===== src/rtl/video_stream_tx.sv =====
// Raster-timed pixel stream transmitter: emits vsync/hsync/valid_out plus
// r/g/b for one IMG_WIDTH x IMG_HEIGHT frame per period. Pixels come from an
// upstream ready/valid source or from an internal 8-bar colour pattern.
module video_stream_tx #(
  parameter int DATA_WIDTH = 8,
  parameter int IMG_WIDTH  = 320,
  parameter int IMG_HEIGHT = 240,
  parameter int H_BLANK    = 16,
  parameter int H_SYNC     = 4,
  parameter int V_BLANK    = 4,
  parameter int V_SYNC     = 1
) (
  input  logic                  clk,
  input  logic                  rst,
  input  logic                  enable,
  input  logic                  pattern_en,
  input  logic                  pix_valid,
  input  logic [DATA_WIDTH-1:0] pix_r,
  input  logic [DATA_WIDTH-1:0] pix_g,
  input  logic [DATA_WIDTH-1:0] pix_b,
  output logic                  pix_ready,
  output logic                  vsync,
  output logic                  hsync,
  output logic                  valid_out,
  output logic [DATA_WIDTH-1:0] r_out,
  output logic [DATA_WIDTH-1:0] g_out,
  output logic [DATA_WIDTH-1:0] b_out,
  output logic                  frame_done,
  output logic [15:0]           frame_cnt,
  output logic                  underflow
);

  localparam int H_TOT = H_BLANK + IMG_WIDTH;
  localparam int V_TOT = V_BLANK + IMG_HEIGHT;
  localparam int HW    = $clog2(H_TOT);
  localparam int VW    = $clog2(V_TOT);
  localparam int BAR_W = IMG_WIDTH / 8;
  localparam int BW    = (BAR_W > 1) ? $clog2(BAR_W) : 1;

  localparam logic [HW-1:0] H_MAX    = HW'(H_TOT - 1);
  localparam logic [HW-1:0] H_SYNC_C = HW'(H_SYNC);
  localparam logic [HW-1:0] H_ACT    = HW'(H_BLANK);
  localparam logic [VW-1:0] V_MAX    = VW'(V_TOT - 1);
  localparam logic [VW-1:0] V_SYNC_C = VW'(V_SYNC);
  localparam logic [VW-1:0] V_ACT    = VW'(V_BLANK);
  localparam logic [BW-1:0] BAR_MAX  = BW'(BAR_W - 1);
  localparam logic [DATA_WIDTH-1:0] C_ON = '1;

  typedef enum logic {IDLE, RUN} state_t;

  state_t                state_q, state_d;
  logic [HW-1:0]         h_cnt_q, h_cnt_d;
  logic [VW-1:0]         v_cnt_q, v_cnt_d;
  logic                  pat_q, pat_d;
  logic [2:0]            bar_q, bar_d;
  logic [BW-1:0]         bar_px_q, bar_px_d;
  logic                  vsync_q, vsync_d;
  logic                  hsync_q, hsync_d;
  logic                  valid_q, valid_d;
  logic [DATA_WIDTH-1:0] r_q, r_d, g_q, g_d, b_q, b_d;
  logic                  frame_done_q, frame_done_d;
  logic [15:0]           frame_cnt_q, frame_cnt_d;
  logic                  underflow_q, underflow_d;

  logic run, hs, vs, act, h_last, last;

  // Slot decode for the current counter cycle.
  always_comb begin
    run    = (state_q == RUN);
    hs     = run && (h_cnt_q < H_SYNC_C);
    vs     = run && (v_cnt_q < V_SYNC_C);
    act    = run && (h_cnt_q >= H_ACT) && (v_cnt_q >= V_ACT);
    h_last = (h_cnt_q == H_MAX);
    last   = run && h_last && (v_cnt_q == V_MAX);
  end

  // Handshake: an upstream pixel transfers in a cycle where pix_valid and
  // pix_ready are both 1. pix_ready marks an active slot in upstream mode and
  // never waits on pix_valid; a missing pixel is replaced by black, not stalled.
  assign pix_ready = act && !pat_q;

  // FSM next state, raster counters, pattern latch and bar position.
  always_comb begin
    state_d  = state_q;
    h_cnt_d  = h_cnt_q;
    v_cnt_d  = v_cnt_q;
    pat_d    = pat_q;
    bar_d    = bar_q;
    bar_px_d = bar_px_q;
    case (state_q)
      IDLE: begin
        h_cnt_d  = '0;
        v_cnt_d  = '0;
        bar_d    = '0;
        bar_px_d = '0;
        if (enable) begin
          state_d = RUN;
          pat_d   = pattern_en;
        end
      end
      RUN: begin
        if (h_last) begin
          h_cnt_d  = '0;
          bar_d    = '0;
          bar_px_d = '0;
          if (v_cnt_q == V_MAX) begin
            v_cnt_d = '0;
            // Frame boundary: either start the next frame or stop cleanly.
            if (enable) pat_d = pattern_en;
            else        state_d = IDLE;
          end else begin
            v_cnt_d = v_cnt_q + 1'b1;
          end
        end else begin
          h_cnt_d = h_cnt_q + 1'b1;
          if (act) begin
            if (bar_px_q == BAR_MAX) begin
              bar_px_d = '0;
              bar_d    = bar_q + 3'd1;
            end else begin
              bar_px_d = bar_px_q + 1'b1;
            end
          end
        end
      end
      default: state_d = IDLE;
    endcase
  end

  // Output stage: everything is registered one cycle after its slot.
  always_comb begin
    vsync_d      = vs;
    hsync_d      = hs;
    valid_d      = act;
    r_d          = '0;
    g_d          = '0;
    b_d          = '0;
    frame_done_d = last;
    frame_cnt_d  = frame_cnt_q + (last ? 16'd1 : 16'd0);
    underflow_d  = underflow_q | (act && !pat_q && !pix_valid);
    if (act) begin
      if (pat_q) begin
        // Bars 0..7: white, yellow, cyan, green, magenta, red, blue, black.
        r_d = bar_q[1] ? '0 : C_ON;
        g_d = bar_q[2] ? '0 : C_ON;
        b_d = bar_q[0] ? '0 : C_ON;
      end else if (pix_valid) begin
        r_d = pix_r;
        g_d = pix_g;
        b_d = pix_b;
      end
    end
  end

  // State and output registers with asynchronous active-high reset.
  always_ff @(posedge clk or posedge rst) begin
    if (rst) begin
      state_q      <= IDLE;
      h_cnt_q      <= '0;
      v_cnt_q      <= '0;
      pat_q        <= 1'b0;
      bar_q        <= '0;
      bar_px_q     <= '0;
      vsync_q      <= 1'b0;
      hsync_q      <= 1'b0;
      valid_q      <= 1'b0;
      r_q          <= '0;
      g_q          <= '0;
      b_q          <= '0;
      frame_done_q <= 1'b0;
      frame_cnt_q  <= '0;
      underflow_q  <= 1'b0;
    end else begin
      state_q      <= state_d;
      h_cnt_q      <= h_cnt_d;
      v_cnt_q      <= v_cnt_d;
      pat_q        <= pat_d;
      bar_q        <= bar_d;
      bar_px_q     <= bar_px_d;
      vsync_q      <= vsync_d;
      hsync_q      <= hsync_d;
      valid_q      <= valid_d;
      r_q          <= r_d;
      g_q          <= g_d;
      b_q          <= b_d;
      frame_done_q <= frame_done_d;
      frame_cnt_q  <= frame_cnt_d;
      underflow_q  <= underflow_d;
    end
  end

  assign vsync      = vsync_q;
  assign hsync      = hsync_q;
  assign valid_out  = valid_q;
  assign r_out      = r_q;
  assign g_out      = g_q;
  assign b_out      = b_q;
  assign frame_done = frame_done_q;
  assign frame_cnt  = frame_cnt_q;
  assign underflow  = underflow_q;

endmodule


===== config.mk =====
export PLATFORM = sky130hd
export DESIGN_NAME = video_stream_tx
export DESIGN_NICKNAME = d
export VERILOG_FILES = /design/src/rtl/video_stream_tx.sv
export SDC_FILE = /design/constraint.sdc
export NUM_CORES = 1
export LEC_CHECK = 0
export BUFFER_PORTS_ARGS = -buffer_cell sky130_fd_sc_hd__buf_2
export CORE_MARGIN = 2
export CORE_UTILIZATION = 58
export DETAILED_ROUTE_END_ITERATION = 7
export PLACE_DENSITY = 0.81
export SETUP_SLACK_MARGIN = 0.3
export SYNTH_ARGS = -nofsm -noshare
export SYNTH_HDL_FRONTEND = slang
export SYNTH_SLANG_ARGS = --single-unit

===== constraint.sdc =====
create_clock -name clk -period 4.3 [get_ports clk]
set_input_delay 0.86 -clock clk [delete_from_list [all_inputs] [get_ports clk]]
set_output_delay 0.86 -clock clk [all_outputs]
set_load 0.005 [all_outputs]

==> flow_metrics.tcl, run 1 <==
set metrics [dict create \
    async_reset_ff_frac 1.00 \
    worst-r2r-setup-slack_ns 1.18 \
    tightest_slew_ns 1.02 \
    layout_common_cells "74 x buf_2, 73 x dfrtp_1, 45 x nand2_1, 39 x a21oi_1, 18 x nand3_1" \
    fin_crit_sh 0.726 \
    finalWirelength_um 6890 \
    via_count 2589 \
    crit_type "reg -> reg" \
    die_h_um 79.4 \
    htreeDepth 3 \
    ioPinCount 75 \
    cts.reportedPaths.clkPinSlew_ns 0.07 \
    fp-row-count 27 \
    netlist.area_leader.share 0.555 \
    cp.required_ns 4.53 \
    max_cap_viol_count 0 \
    syn_to_final_growth_pct 20.9 \
    cp.arrival_ns 3.35 \
    final_cells 466 \
    cts_resized 0 \
    r2r_cells 9 \
    worstHoldPathType "reg -> reg" \
    avgSynthCellArea_um2 10.5 \
    synth_cell_types 47 \
    dp_slack_ns 1.30 \
    place_congestion 0.850 \
    ctsHoldBuffers 0 \
    yosysWarnings 0 \
    slew_violations 0 \
    yosys-top-cells-area "dfrtp_1 55%, a21oi_1 5.9%, nand2_1 5.1%, xnor2_1 3.5%, nand3_1 2.7%" \
    cts_root_buf "clkbuf_8" \
    grt_pass1_vias 2466 \
    hold_viol_final 0 \
    start_kind "register" \
    num_antenna_cells 0 \
    timing.fmax_ghz 0.321 \
    cp_max_fo 7 \
    slew_headroom 0.316 \
    drc 0 \
    synth_compound_area_frac 0.113 \
    overflow 0 \
    power_density_mw_per_mm2 356 \
    period_minus_slack_ns 3.12 \
    grt_max_degree 74 \
    drt_first_pass_iters 4 \
    drtIter0Drc 158 \
    viasPerCell 5.56 \
    power_mw 1.42 \
    synth_fa_ha_area_frac 0.0266 \
    synth_simple_gate_area_frac 0.219 \
    clock-sinks 73 \
    regToRegEndpoint "frame_cnt[15]" \
    synth_area_leader_cell "dfrtp_1" \
    max-vdd-ir-drop_v 0.000231 \
    antenna_found_initial 0 \
    drive_gt1_frac 0.266 \
    clk_latency_ns 0.34 \
    dpl_cell_area_mm2 0.00372 \
    synthFlopType "dfrtp_1" \
    port_buffers 74 \
    holdPathEnd "frame_cnt[15]" \
    wl_per_cell_um 14.8 \
    finClkSkew_ns 0.00852 \
    fin_area_mm2 0.00398 \
    worstHoldStart "frame_cnt[15]" \
    finish.net_count 425 \
    synth_mux_area_frac 0.00760 \
    die_area_mm2 0.00630 \
    timing.rr.start "h_cnt_q[0]" \
    ys_seq_area_frac 0.555 \
    syn_inst 314 \
    rsz0062_at_grt "false" \
    dp_hpwl_um 4790 \
    status "finished, final reports clean" \
    cts_buffers 9 \
    clockBufferDepth 2 \
    cts_tree "built" \
    end_kind "register" \
    final_common_cell "buf_2" \
    grt_pass1_wl_um 11200 \
    track_usage 0.230 \
    die_width_um 79.4 \
    p_leak_nw 2.05 \
    synth_xor_area_frac 0.0532 \
    fp.coreArea_mm2 0.00551 \
    ys_ff_latch 73 \
    fin_tns_setup_ns 0 \
    synth_edf_count 0 \
    synth_top_family_by_area "simple AND/OR/NAND/NOR gates" \
    setup_violations 0 \
    drtAntennaViolNets 0 \
    syn-num-nets 350 \
    cts_setup_buffers 0 \
    dp.cells 450 \
    synth_area_mm2 0.00329 \
    start_util 0.598 \
    setup_slack_ns 1.18 \
    nFillCells 377 \
    worst_hold_path.num_cells 1 \
]
-- layer usage --
| layer | share of wire | GRT usage | up-vias |
|---|---|---|---|
| met3 | 0.051 | 0.0523 | 8 |
| met4 | 0.013 | 0.0914 | 0 |
| met5 | 0 | 0 | - |
| met1 | 0.44 | 0.305 | 1247 |
| met2 | 0.50 | 0.370 | 79 |
| li1 | - | - | 1255 |
-- report_power, final --
part           switching (mW)  internal [mW]  leakage [nW]
clock network           0.250          0.445         0.130
registers                   0          0.686         0.995
logic                  0.0228         0.0129         0.923
-- cells in the mapped netlist (all sizes together), types with 5 or more instances --
cell,n
inv,7
ha,7
xor2,7
and3,6
nand2b,5
o21ai,6
nand2,46
a21oi,39
buf,6
nor3,5
o31ai,6
clkbuf,7
nand4,6
nor2,17
nand3,18
or3,5
xnor2,13
dfrtp,73
-- worst max path at each step --
stage               endpoint  slack, ns  cells past startpoint       start
2_1_floorplan       b_out[0]       1.59                      1         rst
3_3_place_gp   frame_cnt[15]       1.41                      9  h_cnt_q[0]
3_5_place_dp   frame_cnt[15]       1.30                      9  h_cnt_q[0]
4_1_cts        frame_cnt[15]       1.14                      9  h_cnt_q[0]
5_1_grt        frame_cnt[11]       0.87                      9  h_cnt_q[0]
6_report       frame_cnt[15]       1.18                      9  h_cnt_q[0]
-- worst max-delay path: stages (launching register included) --
cell	delay, ns
dfrtp_1	0.38
ha_1	0.28
and4b_2	0.30
nand2_1	0.16
nor4_1	0.54
ha_1	0.30
nand4_1	0.19
nor3_1	0.50
nand4_1	0.19
xnor2_1	0.15
-- cell type report --
class	instances	area [um2]	share of cell area
inverter	7	26.3	0.00660
tap	72	90.1	0.0226
clock inverter	7	141	0.0355
sequential	73	1830	0.459
timing repair buffer	77	393	0.0986
clock buffer	9	124	0.0311
multi-input combinational	221	1380	0.347
-- stage by stage --
stage,utilization,hold slack [ns]
3_3_place_gp,0.675,0.436
5_1_grt,0.723,0.491
4_1_cts,0.723,0.474
3_5_place_dp,0.675,0.457
6_report,0.723,0.472
2_1_floorplan,-,0.447
-- flip-flops by register name, indices dropped and copies added (netlist names) --
name and cells:
frame_cnt 16, h_cnt_q 9, b_out 8, g_out 8, r_out 8, v_cnt_q 8, bar_px_q 6, bar_q 3
frame_done 1, hsync 1, pat_q 1, run 1, underflow 1, valid_out 1, vsync 1
-- kinds of logic (layout without fill, tap and decap cells) --
group           after synthesis  in the layout
simple gates                131            131
buf+inv                      20            100
compound gates               61             61
mux                           2              2
fa+ha+maj                     7              7
flops                        73             73
xor+xnor                     20             20
Note: power is estimated with default switching activity, not from simulation.
==> inputs of run 2 (changes only) <==
--- a/config.mk
+++ b/config.mk
@@ -7,9 +7,9 @@
 export LEC_CHECK = 0
 export BUFFER_PORTS_ARGS = -buffer_cell sky130_fd_sc_hd__buf_2
 export CORE_MARGIN = 2
-export CORE_UTILIZATION = 58
+export CORE_UTILIZATION = 48
 export DETAILED_ROUTE_END_ITERATION = 7
-export PLACE_DENSITY = 0.81
+export PLACE_DENSITY = 0.71
 export SETUP_SLACK_MARGIN = 0.3
 export SYNTH_ARGS = -nofsm -noshare
 export SYNTH_HDL_FRONTEND = slang
==> constraint.sdc (replaced) <==
create_clock -name clk -period 2.6 [get_ports clk]
set_input_delay 0.52 -clock clk [delete_from_list [all_inputs] [get_ports clk]]
set_output_delay 0.52 -clock clk [all_outputs]
set_load 0.005 [all_outputs]
==> run 2 against run 1 <==
Effect of this change:
- setup slack worse by 0.78 ns
- worst hold slack got worse by 0.21 ns
- sequential cell count unchanged
- non-clock buffer count is 18 higher
- power grew 45%
- count of clock-buffer cells in the layout up 2
- largest cell class unchanged
- highest routed layer unchanged
==> flow_metrics.tcl, run 2 (synthesis results as in run 1) <==
set metrics [dict create \
    die_h_um 86.8 \
    cp.arrival_ns 2.43 \
    largest_reg_flops 16 \
    layout_common_cells "74 x buf_2, 72 x dfrtp_1, 44 x nand2_1, 39 x a21oi_1, 20 x buf_4" \
    ctsHoldBuffers 0 \
    slew_violations 0 \
    cts_root_buf "clkbuf_8" \
    seqCellArea_mm2 0.00183 \
    overflow 0 \
    fin_crit_sh 0.846 \
    cp_max_fo 5 \
    hold_viol_final 0 \
    antenna_found_initial 0 \
    finalWirelength_um 6870 \
    hold_ws_ns 0.266 \
    end_kind "register" \
    viasPerCell 5.36 \
    cp.required_ns 2.83 \
    grt_pass1_vias 2472 \
    dp_hpwl_um 4690 \
    die_width_um 86.8 \
    port_buffers 74 \
    max_cap_viol_count 0 \
    power.net_switching_mw 0.451 \
    num_antenna_cells 0 \
    crit_type "reg -> reg" \
    ioPinCount 75 \
    drive_gt1_frac 0.313 \
    sequentialPowerShare 0.553 \
    fin_tns_setup_ns 0 \
    max-vdd-ir-drop_v 0.000215 \
    drtAntennaViolNets 0 \
    p_sw_frac 0.220 \
    p_leak_nw 2.12 \
    drtIter0Drc 144 \
    worstHoldPathType "in -> async" \
    status "finished, final reports clean" \
    grt_max_degree 74 \
    drc 0 \
    clk_latency_ns 0.34 \
    p_comb_frac 0.030 \
    drt_first_pass_iters 4 \
    grt_pass1_wl_um 11200 \
    clock-sinks 73 \
    rsz0062_at_grt "true" \
    tightest_slew_ns 0.411 \
    clkPwrFrac 0.417 \
    start_util 0.490 \
    fp.coreArea_mm2 0.00672 \
    cts.reportedPaths.clkPinSlew_ns 0.08 \
    cts_buffers 9 \
    die_area_mm2 0.00754 \
    htreeDepth 3 \
    period_minus_slack_ns 2.20 \
    timing.fmax_ghz 0.455 \
    setup_violations 0 \
    power_density_mw_per_mm2 498 \
    cts_tree "built" \
    start_kind "register" \
    power_mw 2.05 \
    place_congestion 0.834 \
    slew_headroom 0.726 \
    wl_per_cell_um 14.0 \
    clockBufferDepth 2 \
    finish.net_count 443 \
    fp-row-count 30 \
    nFillCells 530 \
    multi_input_area_mm2 0.00143 \
    track_usage 0.190 \
    syn_to_final_growth_pct 25.1 \
    finClkSkew_ns 0.0114 \
    p_int_mw 1.60 \
    final_common_cell "buf_2" \
    via_count 2639 \
]
## run 2: changes by cell type in the layout (fill, tap and decap cells not counted), sizes merged
cell | before | now
buf | 77 | 95
clkinvlp | 1 | 2
clkinv | 1 | 3
bufinv | 4 | 1
clkbuf | 9 | 11
inv | 8 | 6
## run 2: per-stage QoR
step	instance area, um2	worst slack, ns	cells	utilization
6_report	4120	0.401	492	0.613
5_1_grt	4120	0.260	492	0.613
3_3_place_gp	3810	0.233	464	0.568
3_5_place_dp	3810	0.154	464	0.568
4_1_cts	4090	0.304	489	0.609
2_1_floorplan	3320	0.316	314	-
## run 2: per-layer routing
metal / up-vias / part of all wire / track usage
li1: 1288 / - / -
met1: 1264 / 0.46 / 0.252
met2: 73 / 0.47 / 0.303
met3: 14 / 0.055 / 0.0400
met4: 0 / 0.018 / 0.0810
met5: - / 0 / 0
## run 2: critical path, cell delays in order (launching register included)
cell	delay (ns)
dfrtp_1	0.40
ha_4	0.15
and4b_2	0.25
nand2_2	0.08
nor4_4	0.24
ha_2	0.23
nand4_1	0.21
nor3_4	0.26
nand4_1	0.14
xnor2_1	0.15
## run 2: what timing repair did
item / CTS / global route
endpoints found under the hold margin: 0 / 0
endpoints found under the setup margin: 7 / 7
setup buffers: 9 / 3
gates cloned: 0 / 0
resized for setup: 4 / 2
pin swaps: 8 / 9
## run 2: final cells by class
type,instances,area share
sequential,73,0.444
multi-input combinational,221,0.348
timing repair buffer,95,0.131
clock buffer,11,0.0319
tap,80,0.0243
clock inverter,5,0.0137
inverter,7,0.00729
## run 2: final timing paths
check	end	slack [ns]	from	depth (start not counted)
max in group asynchronous	h_cnt_q[2]	2.00	rst	3
min	frame_cnt[12]	0.27	rst	3
max	frame_cnt[15]	0.40	h_cnt_q[0]	9
min in group clk	b_out[6]	0.40	pix_b[6]	3
min reg2reg	underflow	0.46	underflow	1
max reg2reg	frame_cnt[15]	0.40	h_cnt_q[0]	9
## run 2: power by group through the flow
| stage | logic [mW] | clock network, mW | registers (mW) |
|---|---|---|---|
| floorplan | 0.0304 | 0 | 1.16 |
| CTS | 0.0644 | 0.873 | 1.13 |
| global route | 0.0718 | 0.917 | 1.13 |
| global placement | 0.0640 | 0 | 1.16 |
| finish | 0.0619 | 0.855 | 1.13 |
| detailed placement | 0.0641 | 0 | 1.16 |
